<file path="src/rtl/hazard_ctrl.sv">
`timescale 1ns/1ps
// hazard_ctrl
// Pipeline hazard controller for the five-stage MIPS core (F/D/E/M/W).
// Decodes the D-stage instruction into operand-use times (Tuse) and
// result-ready times (Tnew). Tracks in-flight destinations through E/M/W.
// Drives the stall and forwarding selects.
//
// Optional build macro: HAZARD_MDU_EN adds the multiply/divide class
// (mult/multu/div/divu/mthi/mtlo/mfhi/mflo) and the mdu_busy interlock.
// When it is undefined, those opcodes decode as undefined and mdu_busy
// is ignored.
//
// Parameters:
//   ADDR_W  register address width (5)
//   TNEW_W  Tnew counter width; must be able to hold 2
// Ports:
//   clk       pipeline clock, rising edge
//   reset     asynchronous, active-high
//   instr_D   instruction currently in D
//   mdu_busy  MDU busy, including its start cycle in E
//   stall     freezes PC and F/D, inserts a bubble into E
//   fwd_rs_D, fwd_rt_D  D comparator/jr source: 0 RF, 1 E result, 2 M result
//   fwd_rs_E, fwd_rt_E  ALU operand source: 0 pipe reg, 1 M result, 2 W result
//   fwd_rt_M  store data source: 0 pipe reg, 1 W result
//   wa_E, wa_M, wa_W  tracked write address per stage (0 = no write)
module hazard_ctrl #(
    parameter int ADDR_W = 5,
    parameter int TNEW_W = 2
) (
    input  logic              clk,
    input  logic              reset,
    input  logic [31:0]       instr_D,
    input  logic              mdu_busy,
    output logic              stall,
    output logic [1:0]        fwd_rs_D,
    output logic [1:0]        fwd_rt_D,
    output logic [1:0]        fwd_rs_E,
    output logic [1:0]        fwd_rt_E,
    output logic              fwd_rt_M,
    output logic [ADDR_W-1:0] wa_E,
    output logic [ADDR_W-1:0] wa_M,
    output logic [ADDR_W-1:0] wa_W
);

    typedef enum logic [1:0] {
        TUSE_D    = 2'd0,
        TUSE_E    = 2'd1,
        TUSE_M    = 2'd2,
        TUSE_NONE = 2'd3
    } tuse_t;

    logic [5:0]        op;
    logic [5:0]        funct;
    logic [ADDR_W-1:0] f_rs;
    logic [ADDR_W-1:0] f_rt;
    logic [ADDR_W-1:0] f_rd;

    tuse_t             tuse_rs;
    tuse_t             tuse_rt;
    logic [ADDR_W-1:0] src_rs;
    logic [ADDR_W-1:0] src_rt;
    logic [ADDR_W-1:0] dec_wa;
    logic [TNEW_W-1:0] dec_tnew;
    logic              mdu_stall;

    logic [ADDR_W-1:0] e_rs;
    logic [ADDR_W-1:0] e_rt;
    logic [ADDR_W-1:0] e_wa;
    logic [TNEW_W-1:0] e_tnew;
    logic [ADDR_W-1:0] m_rt;
    logic [ADDR_W-1:0] m_wa;
    logic [TNEW_W-1:0] m_tnew;
    logic [ADDR_W-1:0] w_wa;

    logic              unused_shamt;

    assign op     = instr_D[31:26];
    assign funct  = instr_D[5:0];
    assign f_rs   = ADDR_W'(instr_D[25:21]);
    assign f_rt   = ADDR_W'(instr_D[20:16]);
    assign f_rd   = ADDR_W'(instr_D[15:11]);
    assign unused_shamt = ^instr_D[10:6];

`ifdef HAZARD_MDU_EN
    logic dec_mdu;
`else
    logic unused_mdu;
`endif

    // D-stage decode into Tuse / write address / Tnew
    always_comb begin
        tuse_rs  = TUSE_NONE;
        tuse_rt  = TUSE_NONE;
        dec_wa   = '0;
        dec_tnew = '0;
`ifdef HAZARD_MDU_EN
        dec_mdu  = 1'b0;
`endif
        case (op)
            6'h00: begin
                case (funct)
                    6'h20, 6'h22, 6'h24, 6'h25, 6'h2a, 6'h2b: begin
                        tuse_rs  = TUSE_E;
                        tuse_rt  = TUSE_E;
                        dec_wa   = f_rd;
                        dec_tnew = TNEW_W'(1);
                    end
                    6'h08: tuse_rs = TUSE_D;
`ifdef HAZARD_MDU_EN
                    6'h18, 6'h19, 6'h1a, 6'h1b: begin
                        tuse_rs = TUSE_E;
                        tuse_rt = TUSE_E;
                        dec_mdu = 1'b1;
                    end
                    6'h11, 6'h13: begin
                        tuse_rs = TUSE_E;
                        dec_mdu = 1'b1;
                    end
                    6'h10, 6'h12: begin
                        dec_wa   = f_rd;
                        dec_tnew = TNEW_W'(1);
                        dec_mdu  = 1'b1;
                    end
`endif
                    default: ;
                endcase
            end
            6'h08, 6'h0c, 6'h0d, 6'h0f: begin
                tuse_rs  = TUSE_E;
                dec_wa   = f_rt;
                dec_tnew = TNEW_W'(1);
            end
            6'h23, 6'h21, 6'h20: begin
                tuse_rs  = TUSE_E;
                dec_wa   = f_rt;
                dec_tnew = TNEW_W'(2);
            end
            6'h2b, 6'h29, 6'h28: begin
                tuse_rs = TUSE_E;
                tuse_rt = TUSE_M;
            end
            6'h04, 6'h05: begin
                tuse_rs = TUSE_D;
                tuse_rt = TUSE_D;
            end
            6'h03: begin
                dec_wa   = ADDR_W'(5'd31);
                dec_tnew = '0;
            end
            default: ;
        endcase
        // A write to $0 is no write at all; drop its Tnew so nothing waits on it.
        if (dec_wa == '0) begin
            dec_tnew = '0;
        end
    end

    // Only sources the instruction really reads are tracked, so unused
    // fields can never raise a stall or a forward.
    assign src_rs = (tuse_rs != TUSE_NONE) ? f_rs : '0;
    assign src_rt = (tuse_rt != TUSE_NONE) ? f_rt : '0;

`ifdef HAZARD_MDU_EN
    assign mdu_stall = dec_mdu & mdu_busy;
`else
    assign mdu_stall  = 1'b0;
    assign unused_mdu = mdu_busy;
`endif

    function automatic logic src_hazard(
        input logic [ADDR_W-1:0] s,
        input tuse_t             tu,
        input logic [ADDR_W-1:0] wae,
        input logic [TNEW_W-1:0] tne,
        input logic [ADDR_W-1:0] wam,
        input logic [TNEW_W-1:0] tnm
    );
        logic hit_e;
        logic hit_m;
        hit_e = (s == wae) && (int'(tu) < int'(tne));
        hit_m = (s == wam) && (int'(tu) < int'(tnm));
        return (s != '0) && (tu != TUSE_NONE) && (hit_e || hit_m);
    endfunction

    function automatic logic [1:0] sel_d(
        input logic [ADDR_W-1:0] s,
        input logic [ADDR_W-1:0] wae,
        input logic [TNEW_W-1:0] tne,
        input logic [ADDR_W-1:0] wam,
        input logic [TNEW_W-1:0] tnm
    );
        if (s == '0)                       return 2'd0;
        else if (s == wae && tne == '0)    return 2'd1;
        else if (s == wam && tnm == '0)    return 2'd2;
        else                               return 2'd0;
    endfunction

    function automatic logic [1:0] sel_e(
        input logic [ADDR_W-1:0] s,
        input logic [ADDR_W-1:0] wam,
        input logic [TNEW_W-1:0] tnm,
        input logic [ADDR_W-1:0] waw
    );
        if (s == '0)                       return 2'd0;
        else if (s == wam && tnm == '0)    return 2'd1;
        else if (s == waw)                 return 2'd2;
        else                               return 2'd0;
    endfunction

    // Outputs are forced low while reset is held so a stall cannot
    // survive into the reset cycle, whatever sits in D.
    always_comb begin
        stall    = 1'b0;
        fwd_rs_D = 2'd0;
        fwd_rt_D = 2'd0;
        fwd_rs_E = 2'd0;
        fwd_rt_E = 2'd0;
        fwd_rt_M = 1'b0;
        if (!reset) begin
            stall = src_hazard(src_rs, tuse_rs, e_wa, e_tnew, m_wa, m_tnew)
                  | src_hazard(src_rt, tuse_rt, e_wa, e_tnew, m_wa, m_tnew)
                  | mdu_stall;
            fwd_rs_D = sel_d(src_rs, e_wa, e_tnew, m_wa, m_tnew);
            fwd_rt_D = sel_d(src_rt, e_wa, e_tnew, m_wa, m_tnew);
            fwd_rs_E = sel_e(e_rs, m_wa, m_tnew, w_wa);
            fwd_rt_E = sel_e(e_rt, m_wa, m_tnew, w_wa);
            fwd_rt_M = (m_rt != '0) && (m_rt == w_wa);
        end
    end

    always_ff @(posedge clk or posedge reset) begin
        if (reset) begin
            e_rs   <= '0;
            e_rt   <= '0;
            e_wa   <= '0;
            e_tnew <= '0;
            m_rt   <= '0;
            m_wa   <= '0;
            m_tnew <= '0;
            w_wa   <= '0;
        end else begin
            if (stall) begin
                e_rs   <= '0;
                e_rt   <= '0;
                e_wa   <= '0;
                e_tnew <= '0;
            end else begin
                e_rs   <= src_rs;
                e_rt   <= src_rt;
                e_wa   <= dec_wa;
                e_tnew <= dec_tnew;
            end
            m_rt   <= e_rt;
            m_wa   <= e_wa;
            m_tnew <= (e_tnew == '0) ? '0 : e_tnew - TNEW_W'(1);
            w_wa   <= m_wa;
        end
    end

    assign wa_E = e_wa;
    assign wa_M = m_wa;
    assign wa_W = w_wa;

endmodule

</file>
<file path="config.mk">
export PLATFORM = sky130hd
export DESIGN_NAME = hazard_ctrl
export DESIGN_NICKNAME = d
export VERILOG_FILES = /design/src/rtl/hazard_ctrl.sv
export SDC_FILE = /design/constraint.sdc
export NUM_CORES = 1
export LEC_CHECK = 0
export CORE_MARGIN = 2
export CORE_UTILIZATION = 55
export DETAILED_ROUTE_END_ITERATION = 10
export HOLD_SLACK_MARGIN = 0.03
export PLACE_DENSITY = 0.95
export SLEW_MARGIN = 20
export SYNTH_ARGS = -nofsm -noshare
export SYNTH_HDL_FRONTEND = slang
export SYNTH_SLANG_ARGS = --single-unit
</file>
<file path="constraint.sdc">
create_clock -name clk -period 8.3 [get_ports clk]
set_input_delay 1.66 -clock clk [delete_from_list [all_inputs] [get_ports clk]]
set_output_delay 1.66 -clock clk [all_outputs]
set_load 0.05 [all_outputs]
</file>
==> flow_summary_export.csv <==
group,metric,value,unit
critical_path,cpPeakStageDelay,0.80,ns
power_and_ir_drop,power_per_cell_area,150.3,mW/mm2
power_and_ir_drop,comb_power_share,24.5,%
final_layout,layout-drive-gt1-share,11.73,%
critical_path,cp_max_fo,18,
grt,track_usage,27.97,%
run,maxCapViolCount,0,
floorplan,initial_utilization,58.22,%
grt,busiest_layer,"met2",
grt,gr-usage-met3,4.306,%
logic_synthesis,async_reset_ff_share,100.0,%
final_layout,final_cell_area,0.003218,mm2
floorplan,fp.coreArea,0.004414,mm2
floorplan,ios,60,
final_layout,post-route-util,72.90,%
logic_synthesis,syn_inst,262,
clocking,clk_pin_slew,0.07,ns
power_and_ir_drop,power,0.4837,mW
final_layout,layout.cells.non_filler,359,
clocking,post_cts_resized,0,
grt,grt-ovfl-total,0,
placed_design,portBuffers,53,
logic_synthesis,synth_top_flop_cell,"dfrtp_1",
placed_design,dp.cells,351,
critical_path,r2r-end,"e_tnew[0]$_DFF_PP0_",
drt,wl_per_cell,19.06,um
timing,max_freq,138.1,MHz
clocking,postCtsSetupBuffers,0,
drt,vias,2377,
critical_path,timing.critical_path.mode_cell,"clkdlybuf4s50_1",
timing,tns,0,ns
logic_synthesis,synth.distinct_cells,54,
placed_design,pre_cts_slack,1.107,ns
clocking,insertion_delay,0.29,ns
grt,grt_pass1_vias,2409,
final_layout,final_common_cell,"clkdlybuf4s50_1",
clocking,clockRootBuffer,"clkbuf_8",
power_and_ir_drop,p_leak,1.349,nW
logic_synthesis,yosysWarnings,0,
floorplan,rows,24,
timing,final_max_slew_viol_count,0,
final_layout,area_delta_synth_final,25.22,%
timing,slew_headroom,51.75,%
logic_synthesis,ys_seq_elements,34,
floorplan,die_h,72.36,um
critical_path,crit_end,"stall",
run_status,outcome,"complete, no violations",
final_layout,antenna_cells,0,
timing,tightest_slew,0.7182,ns
drt,drc,0,
critical_path,ff2ff_path_depth,8,
critical_path,rrSetupSlack,6.01,ns
drt,wl,6.842,mm
clocking,cts-htree-levels,2,
critical_path,critPathCaptureType,"output port",
critical_path,worstSetupPathType,"in2out",
grt,grt_util_met1,32.59,%
timing,worst_slack,1.060,ns
clocking,numCtsBuffers,5,
floorplan,die-area,0.005235,mm2
timing,setup-violations-final,0,
timing,rsz0062_at_grt,"no",
drt,drt_iter0_drc,167,
critical_path,rr_startpoint,"wa_M[4]$_DFF_PP0_",
clocking,clockBufferDepth,2,
placed_design,gp_congestion,0.8714,
timing,fin_hold_ws,0.4840,ns
logic_synthesis,syn_area,0.002570,mm2
power_and_ir_drop,sequentialPowerShare,37.4,%
grt,grt_pass1_wl,11.42,mm
critical_path,crit_required,6.64,ns
placed_design,place_area,0.003080,mm2
floorplan,fp.dieW,72.36,um
critical_path,start_kind,"input pin",
grt,grt_max_degree,27,
worst_hold_path,hp-class,"reg2reg",
critical_path,crit_path_cell_trace,"clkdlybuf4s50_1, nor2b_1, nor3_1, o211ai_1, ha_1, a21oi_1, nand3_2, o22ai_4, a21o_1, clkdlybuf4s50_1",
clocking,hold_buffers,0,
logic_synthesis,syn_avg_cell_area,9.809,um2
grt,use_met2,49.95,%
clocking,tritoncts,"done",
placed_design,dp_hpwl,5.118,mm
drt,vias_per_cell,6.621,
critical_path,slowest_stage,"clkdlybuf4s50_1",
final_layout,fillers,338,
power_and_ir_drop,ir_worst_vdd,0.00009920,V
drt,antenna_left,0,
timing,clock_skew,0.007418,ns
final_layout,fin_nets,345,
final_layout,final_cell_mix,"clkdlybuf4s50_1 (53), dfrtp_1 (34), xor2_1 (31)",
logic_synthesis,synth-seq-area-share,33.11,%
grt,grt_antenna_before_repair,0,
logic_synthesis,synth_edf_count,0,
power_and_ir_drop,netSwitchingPower,0.1456,mW
logic_synthesis,synth_nets,301,
critical_path,worstSetupStartpoint,"instr_D[27]",
timing,period_needed,7.240,ns
power_and_ir_drop,p_sw_share,30.11,%
drt,firstDrtPassIters,4,
power_and_ir_drop,clkPwrFrac,38.1,%
critical_path,cp.arrival,5.58,ns
power_and_ir_drop,p_int,0.3381,mW
timing,fin_crit_sh,87.22,%
clocking,clkSinkCount,34,
timing,hold_viol_final,0,
[Yosys cell counts, drive strengths merged, types with 3 or more instances]
master | instances | area share, %
nor4 | 17 | 4.1
ha | 4 | 1.9
o21ai | 10 | 1.9
a221oi | 8 | 2.7
o2111ai | 5 | 1.7
xor2 | 31 | 11
nand3 | 16 | 4.1
xnor2 | 9 | 3.1
dfrtp | 34 | 33
nand2 | 11 | 1.6
a21oi | 6 | 1.2
nand3b | 5 | 1.5
a211oi | 18 | 7.5
nor4b | 5 | 1.9
nor2 | 11 | 1.6
nand2b | 6 | 1.5
or4 | 3 | 0.88
inv | 7 | 1.0
buf | 10 | 2.9
and3 | 3 | 0.73
clkbuf | 9 | 1.3
nor3 | 6 | 2.0
[power by group through the flow]
stage          clock network [mW]  registers [mW]  logic, mW
4_1_cts                     0.187           0.181      0.118
5_1_grt                     0.193           0.182      0.127
3_5_place_dp                    0           0.184      0.116
2_1_floorplan                   0           0.190     0.0718
6_report                    0.184           0.181      0.118
3_3_place_gp                    0           0.184      0.112
[logic make-up (layout without fill, tap and decap cells)]
family	after synthesis	count (layout)	share of synthesized area, %
AND/OR/NAND/NOR	95	95	23.56
AO/OA/AOI/OAI	61	61	21.71
XOR/XNOR	40	40	13.63
flip-flops	34	34	33.11
buffers and inverters	26	71	5.209
adder cells (fa/ha/maj)	4	4	1.947
multiplexers	2	2	0.8276
[state kept, by name, summed over array words and instances, names as in the netlist]
register / count
e_rs: 5
e_rt: 5
m_rt: 5
wa_E: 5
wa_M: 5
wa_W: 5
e_tnew: 2
m_tnew: 2
[worst max-delay path: cells and delay by family]
family | cells | cell delay [ns]
AOI/OAI and AO/OA | 4 | 1.27
adders and majority gates | 1 | 0.36
buffers and inverters | 2 | 1.34
and+or+nand+nor | 3 | 0.94
[worst min path at each step]
stage	start	end	cells past startpoint
after global routing	e_rt[4]$_DFF_PP0_	m_rt[4]$_DFF_PP0_	0
after global placement	e_rt[4]$_DFF_PP0_	m_rt[4]$_DFF_PP0_	0
after floorplan	e_rt[4]$_DFF_PP0_	m_rt[4]$_DFF_PP0_	0
final	e_rt[3]$_DFF_PP0_	m_rt[3]$_DFF_PP0_	0
after CTS	e_rt[4]$_DFF_PP0_	m_rt[4]$_DFF_PP0_	0
after detailed placement	e_rt[4]$_DFF_PP0_	m_rt[4]$_DFF_PP0_	0
[metal layers]
metal  up-vias  wire, um
li1       1080         -
met1      1139      2456
met2       127      3646
met3        31       495
met4         0       243
met5         -         0
[area by class of cell]
cell class                      instances  area [um2]  area share (%)
Tap cell                               52       65.06           2.022
Timing Repair Buffer                   56       553.0           17.19
Sequential cell                        34       850.8           26.44
Multi-Input combinational cell        202        1585           49.26
Clock inverter                          3       68.82           2.138
Clock buffer                            5       68.82           2.138
Inverter                                7       26.28          0.8165
Power figures use the tool's default switching activity.
==> RTL change 1 (same settings) <==
`TNEW_W`: 2 -> 4. Comments in the files are not updated.
--- a/src/rtl/hazard_ctrl.sv
+++ b/src/rtl/hazard_ctrl.sv
@@ -27,3 +27,3 @@
     parameter int ADDR_W = 5,
-    parameter int TNEW_W = 2
+    parameter int TNEW_W = 4
 ) (
Formal check against the unedited RTL: no difference found for any inputs over 10 cycles, from zero or initial values and one cycle with reset high; that may be too few to reach the edited logic, so the function may still have changed.
==> RTL change 1 against the unedited design <==
  * Global-route usage fell by 0.57 points
  * Non-clock buffer count is 1 lower
  * Sequential cell count increased by 1
  * Power down 14%
  * Largest power group is now registers
  * Worst hold slack worse by 0.022 ns
  * Design area down 1.5%
  * Count of clock-buffer cells in the layout up 1
  * Routed wire length fell by 2.2%
  * Highest routed layer unchanged
  * Area after synthesis stayed put
  * Maximum frequency is 2.5% lower
  * Setup slack lost 0.18 ns
==> RTL change 1: results (changes against the unedited design) <==
metric,value,unit,change
status,"complete, no violations",,
clk_buf instances,6,,+1
Slew @ Worst Pin,0.680,ns,-0.0386 ns
Inverters,16,,+9
Syn Nets,322,,+7.0%
Reg2Reg Capture Point,wa_E[4],,
Synth top cells by count,"dfrtp_1, nand3_1, o21ai_0, xor2_1, xnor2_1",,
sequential power,0.187,mW,+3%
Total GRT Usage,27.4,%,-0.57 points
FILL cells,319,,-5.6%
ClkCell Share,2.76,%,-1.5 points
Detail Placement HPWL,5090,µm,-0.55%
largest net degree at the start of global routing,22,,-19%
Synth area leaders,"dfrtp_1, xor2_1, xnor2_1",,
Worst Path Max Fanout,13,,-5
Sw Ratio,31.3,%,+1.2 points
Post-Syn Area per Cell,9.08,µm²,-7.4%
"FF+latch count, synth",35,,+2.9%
DR vias/cell,6.42,,-3.1%
leakage power,1.35,nW,+0.37%
routed len/inst,17.6,µm,-7.6%
multi-input logic area,1540,µm²,-3.2%
vias in the first global route,2367,,-1.7%
reg-to-reg startpoint,wa_M[1],,
sink of the worst hold path,m_rt[4],,
Layout Utilization,71.8,%,-1.1 points
non-clock buffer count,55,,-1.8%
multi-input combinational gate total,215,,+6.4%
share of layout cells above drive strength 1,10.1,%,-1.7 points
Critical Path AT,5.76,ns,+0.18 ns
CP Launch Point,instr_D[31],,
worst IR drop on VDD,0.0000548,V,-45%
R2R depth,6,,-2
first-pass GRT wire length,11200,µm,-1.9%
final-layout non-clock buffer area share,17.2,%,+0.028 points
hold path start,e_rt[4],,
"Distinct cells, synth",62,,+15%
FF/Latch Area,876,µm²,+2.9%
register area share after synthesis,34.1,%,+0.97 points
gpl congestion,0.957,,+9.8%
Final Non-Filler Cells,380,,+5.8%
"worst slack, placed",0.964,ns,-0.142 ns
first-pass iteration count of the detailed router,5,,+1
worst reg-to-reg setup slack,6.03,ns,+0.02 ns
initial DRC count,210,,+26%
Clock Skew,0.00775,ns,+0.000329 ns
-- RTL change 1: cells by family (layout without fill, tap and decap cells) --
| kind of cell | after synthesis | after routing | share of synthesized area, % |
|---|---|---|---|
| adder cells (fa/ha/maj) | 4 | 4 | 1.95 |
| AND/OR/NAND/NOR | 113 | 113 | 28.0 |
| AO/OA/AOI/OAI | 64 | 64 | 18.4 |
| XOR/XNOR | 33 | 33 | 11.2 |
| other | 1 | 1 | 0.146 |
| buffers and inverters | 33 | 78 | 6.18 |
| flip-flops | 35 | 35 | 34.1 |
-- RTL change 1: metal layers --
layer | share of wire, % | vias to the layer above | wire (µm) | global-route usage, %
met5 | 0 | - | 0 | 0
met4 | 3.4 | 0 | 228 | 10.5
met3 | 7.0 | 28 | 467 | 4.31
met2 | 50 | 131 | 3330 | 47.4
met1 | 40 | 1145 | 2660 | 34.3
li1 | - | 1135 | - | -
==> RTL change 2 (config.mk and constraints unchanged) <==
Made on the original files. Make the reset (`reset`) synchronous in one clocked block. Comments in the files are not updated.
--- a/src/rtl/hazard_ctrl.sv
+++ b/src/rtl/hazard_ctrl.sv
@@ -230,3 +230,3 @@
 
-    always_ff @(posedge clk or posedge reset) begin
+    always_ff @(posedge clk) begin
         if (reset) begin
Behaviour: differs if reset is asserted again (counterexample within 4 cycles, from zero or initial values and one cycle with reset high); with reset held inactive, the same outputs for 10 cycles.
==> RTL change 2 against the unedited design <==
  * Die area shrank 8.2%
  * Synthesized cell count grew 9.2%
  * Area after synthesis shrank 8.7%
  * Power shrank 22%
  * Design area fell by 8.0%
  * Setup slack got worse by 0.13 ns
  * First-iteration DRC count grew 9.0%
  * Utilization rose by 0.085 points
  * Sequential cell count unchanged
  * Routed wire length fell by 3.5%
  * Via count grew 1.1%
  * Critical path depth grew 3
  * Sequential share of layout area is 3.5 points lower
  * Maximum frequency decreased by 1.8%
  * Largest power group is now registers
==> RTL change 2: results (changes against the unedited design) <==
metric,value,unit,change
placed cell count,375,,+6.8%
Slew @ Worst Pin,0.749,ns,+0.0306 ns
"Net count, final",372,,+7.8%
share of layout cells above drive strength 1,5.11,%,-6.6 points
CTS buffer count,5,,unchanged
first-pass GRT wire length,10800,µm,-5.8%
Synth area leaders,"dfxtp_1, xor2_1, xnor2_1",,
Total GRT Usage,28.0,%,about the same
placed inst area,2870,µm²,-6.9%
worst reg-to-reg setup slack,5.96,ns,-0.05 ns
cells after synthesis,286,,+9.2%
Worst Path Max Fanout,10,,-8
Detail Placement HPWL,5110,µm,about the same
Max Freq,136,MHz,-1.8%
leakage power,1.13,nW,-16%
R2R depth,7,,-1
mux cell area share after synthesis,0.906,%,+0.079 points
DR vias/cell,6.27,,-5.3%
routed len/inst,17.2,µm,-9.6%
ANT cells,0,,unchanged
reg-to-reg startpoint,wa_E[4],,
initial DRC count,182,,+9.0%
largest net degree at the start of global routing,21,,-22%
"Setup Fix Bufs, Post-CTS",0,,unchanged
area fraction in compound gates after synthesis,16.7,%,-5.0 points
status,"complete, no violations",,
adder-cell share of the synthesized area,2.67,%,+0.72 points
WL final,6600,µm,-3.5%
largest delay contributor family on the critical path,simple AND/OR/NAND/NOR gates,,
FILL cells,329,,-2.7%
"worst slack, placed",0.974,ns,-0.133 ns
worst IR drop on VDD,0.000133,V,+34%
Reg2Reg Capture Point,e_tnew[0],,
Clock Skew,0.00317,ns,-0.00425 ns
register area share after synthesis,29.0,%,-4.1 points
Synth Area in XOR/XNOR,13.8,%,+0.17 points
first-pass iteration count of the detailed router,5,,+1
"Distinct cells, synth",57,,+5.6%
gpl congestion,0.934,,+7.2%
Syn Nets,326,,+8.3%
CP Launch Point,instr_D[31],,
Synth top cells by count,"dfxtp_1, xor2_1, nor3_1, nor2_1, nand2_1",,
vias in the first global route,2262,,-6.1%
ys async rst share,0,%,-100 points
## RTL change 2: metrics by stage
stage                     util [%]  hold WS [ns]
final                         73.0         0.482
after global routing          73.0         0.498
after CTS                     73.0         0.465
after detailed placement      70.6         0.459
after global placement        70.6         0.451
after floorplan                  -         0.413
## RTL change 2: final cells by class
cell class | instances | share of cell area [%]
Multi-Input combinational cell | 222 | 51.8
Timing Repair Buffer | 53 | 17.9
Sequential cell | 34 | 23.0
Clock inverter | 2 | 0.422
Clock buffer | 6 | 2.79
Tap cell | 50 | 2.11
Inverter | 16 | 2.03
## RTL change 2: logic make-up after synthesis
group / after synthesis
AO/OA/AOI/OAI: 50
XOR/XNOR: 37
adder cells (fa/ha/maj): 5
buffers and inverters: 30
flip-flops: 34
multiplexers: 2
AND/OR/NAND/NOR: 128
## RTL change 2: layer usage
metal  GRT usage [%]  vias up  share of wire (%)
met1            35.3     1108                 44
met3            5.52       17                6.9
met2            46.4      129                 47
met5               0        -                  0
met4            12.0        0                2.6
li1                -     1148                  -
## RTL change 2: worst register-to-register path, cell delays in order (launching register included)
cell and delay, ns:
dfxtp_1 0.50, xor2_1 0.17, o22ai_1 0.12, o21a_1 0.13
a211o_1 0.28, o2111ai_1 0.20, nand2_1 0.43, a2111oi_0 0.39
## RTL change 2: power breakdown
group	internal [mW]	total [mW]	switching, mW	leakage, nW
Clock	0.0666	0.127	0.0609	0.0472
Sequential	0.166	0.170	0.00388	0.275
Combinational	0.0334	0.0779	0.0444	0.807
Total	0.266	0.375	0.109	1.13
## RTL change 2: how the worst min path moves through the flow
| stage | cells past startpoint | slack, ns | endpoint | from |
|---|---|---|---|---|
| floorplan | 1 | 0.41 | m_tnew[0] | e_tnew[0] |
| global placement | 1 | 0.45 | m_tnew[0] | e_tnew[0] |
| detailed placement | 1 | 0.46 | m_tnew[0] | e_tnew[0] |
| CTS | 1 | 0.47 | m_tnew[0] | e_tnew[0] |
| global route | 1 | 0.50 | m_tnew[0] | e_tnew[0] |
| finish | 1 | 0.48 | m_tnew[0] | e_tnew[0] |
